<file path="src/rtl/drive_pkg.sv">
// Shared types and IR remote codes for the drive mode controller.
package drive_pkg;

  typedef enum logic [1:0] {
    ModeIdle = 2'b00,
    ModeCam  = 2'b01,
    ModeIr   = 2'b10
  } mode_e;

  typedef enum logic [1:0] {
    CamSearch = 2'b00,
    CamFollow = 2'b01,
    CamGiveup = 2'b10,
    CamPause  = 2'b11
  } cam_e;

  typedef enum logic [2:0] {
    DrvStop  = 3'b000,
    DrvLeft  = 3'b001,
    DrvRight = 3'b010,
    DrvFwd   = 3'b011
  } drive_e;

  localparam logic [7:0] CodeIdle  = 8'h10;
  localparam logic [7:0] CodeCam   = 8'h0F;
  localparam logic [7:0] CodeIr    = 8'h13;
  localparam logic [7:0] CodeFwd   = 8'h18;
  localparam logic [7:0] CodeLeft  = 8'h08;
  localparam logic [7:0] CodeRight = 8'h5A;
  localparam logic [7:0] CodeStop  = 8'h1C;

endpackage

</file>
<file path="src/rtl/drive_mode_ctrl_if.sv">
// Remote, camera and drive signals of the drive mode controller.
interface drive_mode_ctrl_if #(
    parameter int unsigned SPEED_W = 2
);
    logic               ir_valid;
    logic [7:0]         ir_code;
    logic               orange_detected;
    logic [2:0]         cam_direction;
    logic [SPEED_W-1:0] speed;
    logic [1:0]         mode;
    logic [1:0]         cam_state;
    logic [2:0]         drive_state;
    logic [SPEED_W-1:0] drive_speed;
    logic               mode_change;

    modport master (
        output ir_valid, ir_code, orange_detected, cam_direction, speed,
        input  mode, cam_state, drive_state, drive_speed, mode_change
    );

    modport slave (
        input  ir_valid, ir_code, orange_detected, cam_direction, speed,
        output mode, cam_state, drive_state, drive_speed, mode_change
    );
endinterface

</file>
<file path="src/rtl/timeout_counter.sv">
// Loadable saturating down-counter; expired flags the enabled cycle that uses the last tick.
module timeout_counter #(
    parameter int unsigned MAX_COUNT = 16
) (
    input  logic clk,
    input  logic reset,
    input  logic load,
    input  logic en,
    output logic expired
);
    localparam int unsigned W = (MAX_COUNT > 1) ? $clog2(MAX_COUNT + 1) : 1;

    logic [W-1:0] count_q, count_d;

    always_comb begin
        count_d = count_q;
        if (load) begin
            count_d = W'(MAX_COUNT);
        end else if (en && count_q != '0) begin
            count_d = count_q - W'(1);
        end
    end

    always_ff @(posedge clk) begin
        if (reset) begin
            count_q <= '0;
        end else begin
            count_q <= count_d;
        end
    end

    assign expired = en && (count_q <= W'(1));
endmodule

</file>
<file path="src/rtl/drive_mode_ctrl.sv">
// Mode selection from the IR remote plus camera-tracking FSM and manual drive with hold timeout.
module drive_mode_ctrl
    import drive_pkg::*;
#(
    parameter int unsigned LOST_CYCLES   = 16,
    parameter int unsigned SEARCH_CYCLES = 1024,
    parameter int unsigned HOLD_CYCLES   = 64,
    parameter int unsigned SPEED_W       = 2,
    parameter int unsigned IR_SPEED      = 1
) (
    input logic              clk_50,
    input logic              reset,
    drive_mode_ctrl_if.slave bus
);
    mode_e              mode_q, mode_d;
    cam_e               cam_q, cam_d;
    drive_e             drive_q, drive_d;
    logic [SPEED_W-1:0] speed_q, speed_d;
    logic               mode_change_q, mode_change_d;

    logic search_load, search_en, search_exp;
    logic lost_load, lost_en, lost_exp;
    logic hold_load, hold_en, hold_exp;
    logic ir_drive_cmd;

    assign ir_drive_cmd = bus.ir_valid &&
        (bus.ir_code == CodeFwd || bus.ir_code == CodeLeft || bus.ir_code == CodeRight);

    always_comb begin
        mode_d = mode_q;
        if (bus.ir_valid) begin
            case (bus.ir_code)
                CodeIdle: mode_d = ModeIdle;
                CodeCam:  mode_d = ModeCam;
                CodeIr:   mode_d = ModeIr;
                default:  mode_d = mode_q;
            endcase
        end

        cam_d = cam_q;
        if (mode_d != ModeCam) begin
            cam_d = CamPause;
        end else if (mode_q != ModeCam) begin
            // Fresh entry always searches first, even with a target already in view.
            cam_d = CamSearch;
        end else begin
            case (cam_q)
                CamSearch: begin
                    if (bus.orange_detected) cam_d = CamFollow;
                    else if (search_exp)     cam_d = CamGiveup;
                end
                CamFollow: if (lost_exp) cam_d = CamSearch;
                CamGiveup: if (bus.orange_detected) cam_d = CamFollow;
                default:   cam_d = CamSearch;
            endcase
        end

        drive_d = DrvStop;
        speed_d = '0;
        case (mode_d)
            ModeCam: begin
                speed_d = bus.speed;
                if (cam_d == CamSearch) begin
                    drive_d = DrvRight;
                end else if (cam_d == CamFollow && bus.orange_detected) begin
                    case (bus.cam_direction)
                        3'b001:  drive_d = DrvLeft;
                        3'b010:  drive_d = DrvRight;
                        3'b011:  drive_d = DrvFwd;
                        default: drive_d = DrvStop;
                    endcase
                end
            end
            ModeIr: begin
                speed_d = SPEED_W'(IR_SPEED);
                if (mode_q == ModeIr) begin
                    drive_d = drive_q;
                    if (bus.ir_valid && bus.ir_code == CodeFwd)        drive_d = DrvFwd;
                    else if (bus.ir_valid && bus.ir_code == CodeLeft)  drive_d = DrvLeft;
                    else if (bus.ir_valid && bus.ir_code == CodeRight) drive_d = DrvRight;
                    else if (bus.ir_valid && bus.ir_code == CodeStop)  drive_d = DrvStop;
                    else if (hold_exp)                                 drive_d = DrvStop;
                end
            end
            default: drive_d = DrvStop;
        endcase
        if (drive_d != DrvFwd) speed_d = '0;

        mode_change_d = (mode_d != mode_q) || (cam_d != cam_q);
    end

    assign search_load = (cam_d == CamSearch) && (cam_q != CamSearch);
    assign search_en   = (cam_q == CamSearch);
    // Any sighting while following restarts the lost-target window.
    assign lost_load   = (cam_d == CamFollow) && ((cam_q != CamFollow) || bus.orange_detected);
    assign lost_en     = (cam_q == CamFollow) && !bus.orange_detected;
    assign hold_load   = (mode_q == ModeIr) && ir_drive_cmd;
    assign hold_en     = (mode_q == ModeIr) && (drive_q != DrvStop);

    timeout_counter #(.MAX_COUNT(SEARCH_CYCLES)) u_search_cnt (
        .clk(clk_50), .reset(reset), .load(search_load), .en(search_en), .expired(search_exp)
    );

    timeout_counter #(.MAX_COUNT(LOST_CYCLES)) u_lost_cnt (
        .clk(clk_50), .reset(reset), .load(lost_load), .en(lost_en), .expired(lost_exp)
    );

    timeout_counter #(.MAX_COUNT(HOLD_CYCLES)) u_hold_cnt (
        .clk(clk_50), .reset(reset), .load(hold_load), .en(hold_en), .expired(hold_exp)
    );

    always_ff @(posedge clk_50) begin
        if (reset) begin
            mode_q        <= ModeIdle;
            cam_q         <= CamPause;
            drive_q       <= DrvStop;
            speed_q       <= '0;
            mode_change_q <= 1'b0;
        end else begin
            mode_q        <= mode_d;
            cam_q         <= cam_d;
            drive_q       <= drive_d;
            speed_q       <= speed_d;
            mode_change_q <= mode_change_d;
        end
    end

    assign bus.mode        = mode_q;
    assign bus.cam_state   = cam_q;
    assign bus.drive_state = drive_q;
    assign bus.drive_speed = speed_q;
    assign bus.mode_change = mode_change_q;
endmodule
</file>
<file path="src/flat_wrapper.sv">
// flat-port wrapper written by rule: the top's interface ports become plain ports
module drive_mode_ctrl_flat import drive_pkg::*;
#(
    parameter int unsigned LOST_CYCLES   = 16,
    parameter int unsigned SEARCH_CYCLES = 1024,
    parameter int unsigned HOLD_CYCLES   = 64,
    parameter int unsigned SPEED_W       = 2,
    parameter int unsigned IR_SPEED      = 1
)
  (clk_50, reset, bus_ir_valid, bus_ir_code, bus_orange_detected, bus_cam_direction, bus_speed, bus_mode, bus_cam_state, bus_drive_state, bus_drive_speed, bus_mode_change);
  drive_mode_ctrl_if #(.SPEED_W(SPEED_W)) bus_i ();
  input logic clk_50;
  input logic reset;
  input wire logic [$bits(bus_i.ir_valid)-1:0] bus_ir_valid;
  input wire logic [$bits(bus_i.ir_code)-1:0] bus_ir_code;
  input wire logic [$bits(bus_i.orange_detected)-1:0] bus_orange_detected;
  input wire logic [$bits(bus_i.cam_direction)-1:0] bus_cam_direction;
  input wire logic [$bits(bus_i.speed)-1:0] bus_speed;
  output wire logic [$bits(bus_i.mode)-1:0] bus_mode;
  output wire logic [$bits(bus_i.cam_state)-1:0] bus_cam_state;
  output wire logic [$bits(bus_i.drive_state)-1:0] bus_drive_state;
  output wire logic [$bits(bus_i.drive_speed)-1:0] bus_drive_speed;
  output wire logic [$bits(bus_i.mode_change)-1:0] bus_mode_change;
  assign bus_i.ir_valid = bus_ir_valid;
  assign bus_i.ir_code = bus_ir_code;
  assign bus_i.orange_detected = bus_orange_detected;
  assign bus_i.cam_direction = bus_cam_direction;
  assign bus_i.speed = bus_speed;
  assign bus_mode = bus_i.mode;
  assign bus_cam_state = bus_i.cam_state;
  assign bus_drive_state = bus_i.drive_state;
  assign bus_drive_speed = bus_i.drive_speed;
  assign bus_mode_change = bus_i.mode_change;
  drive_mode_ctrl #(.LOST_CYCLES(LOST_CYCLES), .SEARCH_CYCLES(SEARCH_CYCLES), .HOLD_CYCLES(HOLD_CYCLES), .SPEED_W(SPEED_W), .IR_SPEED(IR_SPEED)) u_core (.clk_50(clk_50), .reset(reset), .bus(bus_i));
endmodule
</file>
<file path="config.mk">
export PLATFORM = sky130hd
export DESIGN_NAME = drive_mode_ctrl_flat
export DESIGN_NICKNAME = d
export VERILOG_FILES = /design/src/rtl/drive_pkg.sv /design/src/rtl/drive_mode_ctrl_if.sv /design/src/rtl/timeout_counter.sv /design/src/rtl/drive_mode_ctrl.sv /design/src/flat_wrapper.sv
export SDC_FILE = /design/constraint.sdc
export NUM_CORES = 1
export LEC_CHECK = 0
export ABC_AREA = 0
export BUFFER_PORTS_ARGS = -buffer_cell sky130_fd_sc_hd__buf_2
export CORE_MARGIN = 2
export CORE_UTILIZATION = 55
export CTS_BUF_LIST = sky130_fd_sc_hd__clkbuf_4
export CTS_CLUSTER_SIZE = 40
export DETAILED_ROUTE_END_ITERATION = 7
export GPL_TIMING_DRIVEN = 0
export HOLD_SLACK_MARGIN = 0.05
export MAX_ROUTING_LAYER = met4
export PLACE_DENSITY = 0.79
export SLEW_MARGIN = 20
export SYNTH_ARGS = -nofsm -noshare
export SYNTH_HDL_FRONTEND = slang
export SYNTH_SLANG_ARGS = --single-unit
</file>
<file path="constraint.sdc">
create_clock -name clk_50 -period 6.4 [get_ports clk_50]
set_clock_uncertainty 0.05 [all_clocks]
set_input_delay 1.92 -clock clk_50 [delete_from_list [all_inputs] [get_ports clk_50]]
set_output_delay 1.92 -clock clk_50 [all_outputs]
set_load 0.005 [all_outputs]
</file>
After elaboration in Yosys (flattened, before gate mapping)
Cells that the tools add are included.
{"block": "word_totals", "ff_bits": 33, "input_bits": 17, "output_inout_bits": 10, "elab_cells": 101}
{"block": "classes", "add_sub_neg": 3, "n_lt_le_gt_ge": 3, "n_eq_ne": 22, "mux": 26, "n_reduce_logical": 36}
{"operator": "8-bit by 5-bit equality test with 1-bit output (second input constant)", "count": 4}
{"operator": "3-bit two-way mux", "count": 8}
{"operator": "11-bit two-way mux", "count": 2}
{"operator": "2-bit case mux with 3 select lines", "count": 3}
{"operator": "1-bit logical AND", "count": 17}
{"operator": "8-bit by 4-bit equality test with 1-bit output (second input constant)", "count": 2}
{"operator": "2-bit two-way mux", "count": 7}
{"operator": "7-bit two-way mux", "count": 2}
{"operator": "11-bit by 1-bit less-or-equal comparator with 1-bit output (second input constant)", "count": 1}
{"operator": "11-bit nonzero test", "count": 1}
{"operator": "11-bit by 1-bit subtractor with 11-bit output (second input constant)", "count": 1}
{"operator": "5-bit two-way mux", "count": 2}
{"operator": "8-bit by 7-bit equality test with 1-bit output (second input constant)", "count": 1}
{"operator": "2-bit nonzero test", "count": 4}
{"operator": "2-bit OR reduction", "count": 4}
{"operator": "7-bit by 1-bit less-or-equal comparator with 1-bit output (second input constant)", "count": 1}
{"operator": "7-bit nonzero test", "count": 1}
{"operator": "7-bit by 1-bit subtractor with 7-bit output (second input constant)", "count": 1}
{"operator": "2-bit by 1-bit equality test with 1-bit output (second input constant)", "count": 3}
{"operator": "2-bit equality test (second input constant)", "count": 3}
{"operator": "3-bit by 2-bit equality test with 1-bit output (second input constant)", "count": 2}
{"operator": "2-bit by 1-bit inequality test with 1-bit output (second input constant)", "count": 3}
{"operator": "3-bit case mux with 2 select lines", "count": 1}
{"operator": "5-bit by 1-bit less-or-equal comparator with 1-bit output (second input constant)", "count": 1}
{"operator": "10 further kinds", "count": 15}

Logic depth before layout (Yosys ltp)
{"block": "depth", "word_depth": 14, "depth_mapped": 12, "mapped_depth_nobuf": 11}

Cells and area by module
From an unflattened synthesis, not the netlist that was laid out.
{"block": "hier_totals", "cells_unflattened": 249, "hier_area_um2": 2153.3}
{"module": "drive_mode_ctrl", "instances": 1, "cells_per_inst": 96, "area_per_inst_um2": 782.0, "seq_area_each_um2": 200.2}
{"module": "timeout_counter at u_core.u_search_cnt", "instances": 1, "cells_per_inst": 81, "area_per_inst_um2": 724.4, "seq_area_each_um2": 220.2}
{"module": "timeout_counter at u_core.u_hold_cnt", "instances": 1, "cells_per_inst": 41, "area_per_inst_um2": 352.8, "seq_area_each_um2": 140.1}
{"module": "timeout_counter at u_core.u_lost_cnt", "instances": 1, "cells_per_inst": 31, "area_per_inst_um2": 294.0, "seq_area_each_um2": 100.1}

Worst setup path after synthesis
No wires, ideal clock.
{"block": "synth_path", "path_type": "input -> register", "startpoint": "input bus_ir_code[5]", "endpoint": "register u_core.speed_q[1], in the netlist u_core.bus.drive_speed[1]", "setup_time_ns": 0.092, "arrival_time_ns": 4.888, "t_required_ns": 6.258, "slack_ns": 1.371, "stages": 11, "path_buffers": 0, "path_cell_list": "or4b_4 > nor4b_2 > mux2_2 > a22oi_1 > inv_1 > ha_1 > nor4bb_1 > o41a_1 > o311a_1 > a311oi_2 > nor4_1"}
{"block": "synth_via", "elab_chain_len": 12, "elab_cells_between_ends": 31, "cone_classes": "eq/ne (12); mux (12); reduce/logical (7)"}
{"item": "start, declared", "line_no": "flat_wrapper.sv:15", "rtl": "input wire logic [$bits(bus_i.ir_code)-1:0] bus_ir_code;"}
{"item": "8-bit by 5-bit equality test with 1-bit output or 8-bit by 4-bit equality test with 1-bit output (tied branches)", "line_no": "drive_mode_ctrl.sv:32", "rtl": "case (bus.ir_code)"}
{"item": "2-bit case mux with 3 select lines *", "line_no": "drive_mode_ctrl.sv:32"}
{"item": "2-bit two-way mux *", "line_no": "drive_mode_ctrl.sv:31", "rtl": "if (bus.ir_valid) begin"}
{"item": "named net u_core.mode_d[1]", "line_no": "drive_mode_ctrl.sv:15", "rtl": "mode_e mode_q, mode_d;"}
{"item": "2-bit by 1-bit inequality test with 1-bit output", "line_no": "drive_mode_ctrl.sv:41", "rtl": "if (mode_d != ModeCam) begin"}
{"item": "2-bit two-way mux", "line_no": "drive_mode_ctrl.sv:41"}
{"item": "2-bit by 1-bit equality test with 1-bit output", "line_no": "drive_mode_ctrl.sv:65", "rtl": "end else if (cam_d == CamFollow && bus.orange_detected) begin"}
{"item": "1-bit logical AND", "line_no": "drive_mode_ctrl.sv:65"}
{"item": "3-bit two-way mux", "line_no": "drive_mode_ctrl.sv:65"}
{"item": "3-bit two-way mux", "line_no": "drive_mode_ctrl.sv:63", "rtl": "if (cam_d == CamSearch) begin"}
{"item": "3-bit case mux with 2 select lines", "line_no": "drive_mode_ctrl.sv:60", "rtl": "case (mode_d)"}
{"item": "3-bit by 2-bit inequality test with 1-bit output", "line_no": "drive_mode_ctrl.sv:87", "rtl": "if (drive_d != DrvFwd) speed_d = '0;"}
{"item": "2-bit OR reduction (no line)"}
{"item": "end signal, assigned", "line_no": "drive_mode_ctrl.sv:123", "rtl": "speed_q <= speed_d;"}
{"item": "end, declared", "line_no": "drive_mode_ctrl.sv:18", "rtl": "logic [SPEED_W-1:0] speed_q, speed_d;"}
The timed path passes the listed nets; every way through them passes the cells marked *.
A chain may end at the register's enable or synchronous reset.

Final worst setup path
Same ends and word-level chain as after synthesis.

==> metrics.log <==
INFO  metric setup_viol = 0
INFO  metric die_x = 63.95 um
INFO  metric first_iter_violations = 100
INFO  metric netlist_instances = 231
INFO  metric portBuffers = 24
INFO  metric timing.critical_path.required = 6620 ps
INFO  metric grt_busiest_layer = met2
INFO  metric pin_count = 27
INFO  metric seq_area_frac_synth = 33.42%
INFO  metric hold_path_depth = 1
INFO  metric finalCriticalPeriod = 5253 ps
INFO  metric total_gr_overflow = 0
INFO  metric ctsLongestPathBuffers = 2
INFO  metric crit_type = in -> reg
INFO  metric cts_htree_levels = 2
INFO  metric worst_slew_pin_slew = 689.7 ps
INFO  metric die_y = 63.95 um
INFO  metric holdWs = 459.5 ps
INFO  metric clk-insertion-delay-late = 350 ps
INFO  metric dieArea = 4090 um^2
INFO  metric yosys.cell_types.count = 55
INFO  metric timing.hold.worst.start = u_core.u_lost_cnt.count_q[4]
INFO  metric relSlewSlack = 53.75%
INFO  metric grt_use_met3 = 6.514%
INFO  metric cp_top_family = simple AND/OR/NAND/NOR gates
INFO  metric wirelength = 3983 um
INFO  metric met2_usage = 33.98%
INFO  metric postSynth.asyncResetShare = 0%
INFO  metric max_stage_delay = 570 ps
INFO  metric clock_root_buffer_master = sky130_fd_sc_hd__clkbuf_4
INFO  metric grt_util_met1 = 27.37%
INFO  metric maxSlewViolCount = 0
INFO  metric syn_to_final_growth = 11.77%
INFO  metric final_min_period_over_clock_period = 82.08%
INFO  metric crit_end_element = flip-flop
INFO  metric rr_endpoint = u_core.bus.drive_speed[1]
INFO  metric post_cts_buffers = 0
INFO  metric whs_endpoint = u_core.u_lost_cnt.count_q[4]
INFO  metric finish.utilization = 65.19%
INFO  metric yosysWarnings = 0
INFO  metric route.vias.total = 1751
INFO  metric status = completed
INFO  metric cts.clk_slew.worst_paths = 110 ps
INFO  metric report.power.total = 0.0003431 W
INFO  metric final-instance-count-excl-fill = 309
INFO  metric insertedDiodeCount = 0
INFO  metric timing.critical_path.slowest_stage_cell = sky130_fd_sc_hd__or4b_4
INFO  metric drt-vias-per-instance = 5.667
INFO  metric synth_fp_nets = 258
INFO  metric worst-path-max-fanout = 6
INFO  metric final_cell_mix = sky130_fd_sc_hd__dfxtp_1 (33), sky130_fd_sc_hd__nor2_1 (31), sky130_fd_sc_hd__buf_2 (25)
INFO  metric share_of_cells_above_drive_strength_1 = 17.11%
INFO  metric floorplan.initialDensity = 58.32%
INFO  metric report.final.hold_viol_count = 0
INFO  metric hpwlAfterDp = 2961 um
INFO  metric grt_first_pass_wirelength = 6872 um
INFO  metric syn_avg_cell_area = 8.558 um^2
INFO  metric power_per_cell_area = 155.3 nW/um^2
INFO  metric number_of_buffers_inserted_for_hold_repair_after_clock_tree_synthesis = 0
INFO  metric detail-route-antenna-nets = 0
INFO  metric cellLeakagePower = 0.8511 nW
INFO  metric ctsResizeCount = 0
INFO  metric coreArea = 3390 um^2
INFO  metric drt_drc_violations_left = 0
INFO  metric dp_cells = 301
INFO  metric cp.arrival = 5470 ps
INFO  metric antenna_found_initial = 0
INFO  metric clkSinkCount = 33
INFO  metric register_to_register_setup_slack = 3560 ps
INFO  metric nNetsFinal = 289
INFO  metric timing.max_cap.violations = 0
INFO  metric grt_setup_unrepaired = false
INFO  metric worstSetupStartpointType = input pin
INFO  metric tritoncts = yes
INFO  metric grt_max_degree = 12
INFO  metric cts_inserted_buffers = 5
INFO  metric vdd_ir_drop_max = 0.1528 mV
INFO  metric path_cells = buf_2, or4b_4, nor4b_2, mux2_2, a22oi_1, inv_1, ha_1, nor4bb_1, o41a_1, o311a_1, a311oi_2, nor4_1
INFO  metric timing.reg2reg.worst_path_depth = 9
INFO  metric drt-wirelength-per-cell = 12.89 um
INFO  metric grt_pass1_vias = 1596
INFO  metric syn_area = 1977 um^2
INFO  metric synthFlopType = sky130_fd_sc_hd__dfxtp_1
INFO  metric drt_pass1_iterations = 4
INFO  metric number_of_buffers_and_inverters_on_the_critical_path = 2
INFO  metric synth_enable_flop_cells = 0
INFO  metric max_clock_freq = 0.1904 GHz
INFO  metric placer_s_final_routability_congestion_estimate = 0.7845
INFO  metric grt.total_usage = 22.30%
INFO  metric layout_commonest_cell = sky130_fd_sc_hd__dfxtp_1
INFO  metric r2r_start = u_core.bus.mode[1]
INFO  metric number_of_placement_rows = 21
INFO  metric hold_class = reg -> reg
INFO  metric ys_ff_latch = 33
INFO  metric timing.setup.tns = 0 ps
## cells by family after synthesis
family          synth area share (%)
simple gates                   30.06
compound gates                 16.71
flops                          33.42
buf+inv                        4.050
xor+xnor                       8.860
fa+ha+maj                      6.329
mux                           0.5696
## cell type report
| cell class | count | area [um^2] |
|---|---|---|
| Timing Repair Buffer | 24 | 120.1 |
| Inverter | 15 | 56.30 |
| Multi-Input combinational cell | 177 | 1236 |
| Clock buffer | 5 | 37.54 |
| Fill cell | 310 | 1180 |
| Tap cell | 46 | 57.56 |
| Clock inverter | 3 | 17.52 |
| Buffer | 6 | 23.77 |
| Sequential cell | 33 | 660.6 |
## cells in the mapped netlist (7+ instances only)
cell type                 count  area share, %
sky130_fd_sc_hd__dfxtp_1     33             33
sky130_fd_sc_hd__nor2_1      31            5.9
sky130_fd_sc_hd__inv_1       15            2.8
sky130_fd_sc_hd__nand2_1     13            2.5
sky130_fd_sc_hd__ha_1        10            6.3
sky130_fd_sc_hd__nor3_1      10            2.5
sky130_fd_sc_hd__xnor2_1     10            4.4
sky130_fd_sc_hd__xor2_1      10            4.4
sky130_fd_sc_hd__o21ai_0      8            2.0
sky130_fd_sc_hd__a21oi_1      7            1.8
sky130_fd_sc_hd__nand3_1      7            1.8
## stage by stage
stage / setup slack, ps / instance area (um^2)
after floorplan: 1371 / 1977
after global placement: 834.1 / 2155
after detailed placement: 824.0 / 2155
after CTS: 1203 / 2210
after global routing: 904.9 / 2210
final: 1147 / 2210
## state kept, by name, indices dropped and copies added, names as in the netlist
| name | flops |
|---|---|
| u_core.bus.mode | 2 |
| u_core.bus.drive_state | 3 |
| u_core.u_hold_cnt.count_q | 7 |
| u_core.bus.drive_speed | 2 |
| u_core.bus.cam_state | 2 |
| u_core.u_lost_cnt.count_q | 5 |
| u_core.bus.mode_change | 1 |
| u_core.u_search_cnt.count_q | 11 |
## report_power, final
part | switching (W) | internal, W | leakage, nW
logic | 0.0000126 | 0.00000843 | 0.554
clock network | 0.0000751 | 0.0000414 | 0.0310
registers | 0.000000177 | 0.000205 | 0.266
total | 0.0000879 | 0.000255 | 0.851
## worst max path at each step
stage | startpoint | endpoint | slack (ps) | cells after the start
final | bus_ir_code[5] | u_core.bus.drive_speed[1] | 1150 | 12
after global routing | bus_ir_code[5] | u_core.bus.drive_speed[1] | 900 | 12
after CTS | bus_ir_code[5] | u_core.bus.drive_speed[1] | 1200 | 12
after detailed placement | bus_ir_code[5] | u_core.bus.drive_speed[1] | 820 | 12
after global placement | bus_ir_code[5] | u_core.bus.drive_speed[1] | 830 | 12
after floorplan | bus_ir_code[5] | u_core.bus.drive_speed[1] | 1370 | 11
## routing by layer
layer	part of all wire (%)	wire length, um	up-vias
met3	4.9	197	9
met5	0	0	-
met4	2.3	92	0
li1	-	-	904
met2	45	1802	33
met1	47	1891	805
No activity file was read; power rests on OpenSTA's default activity.
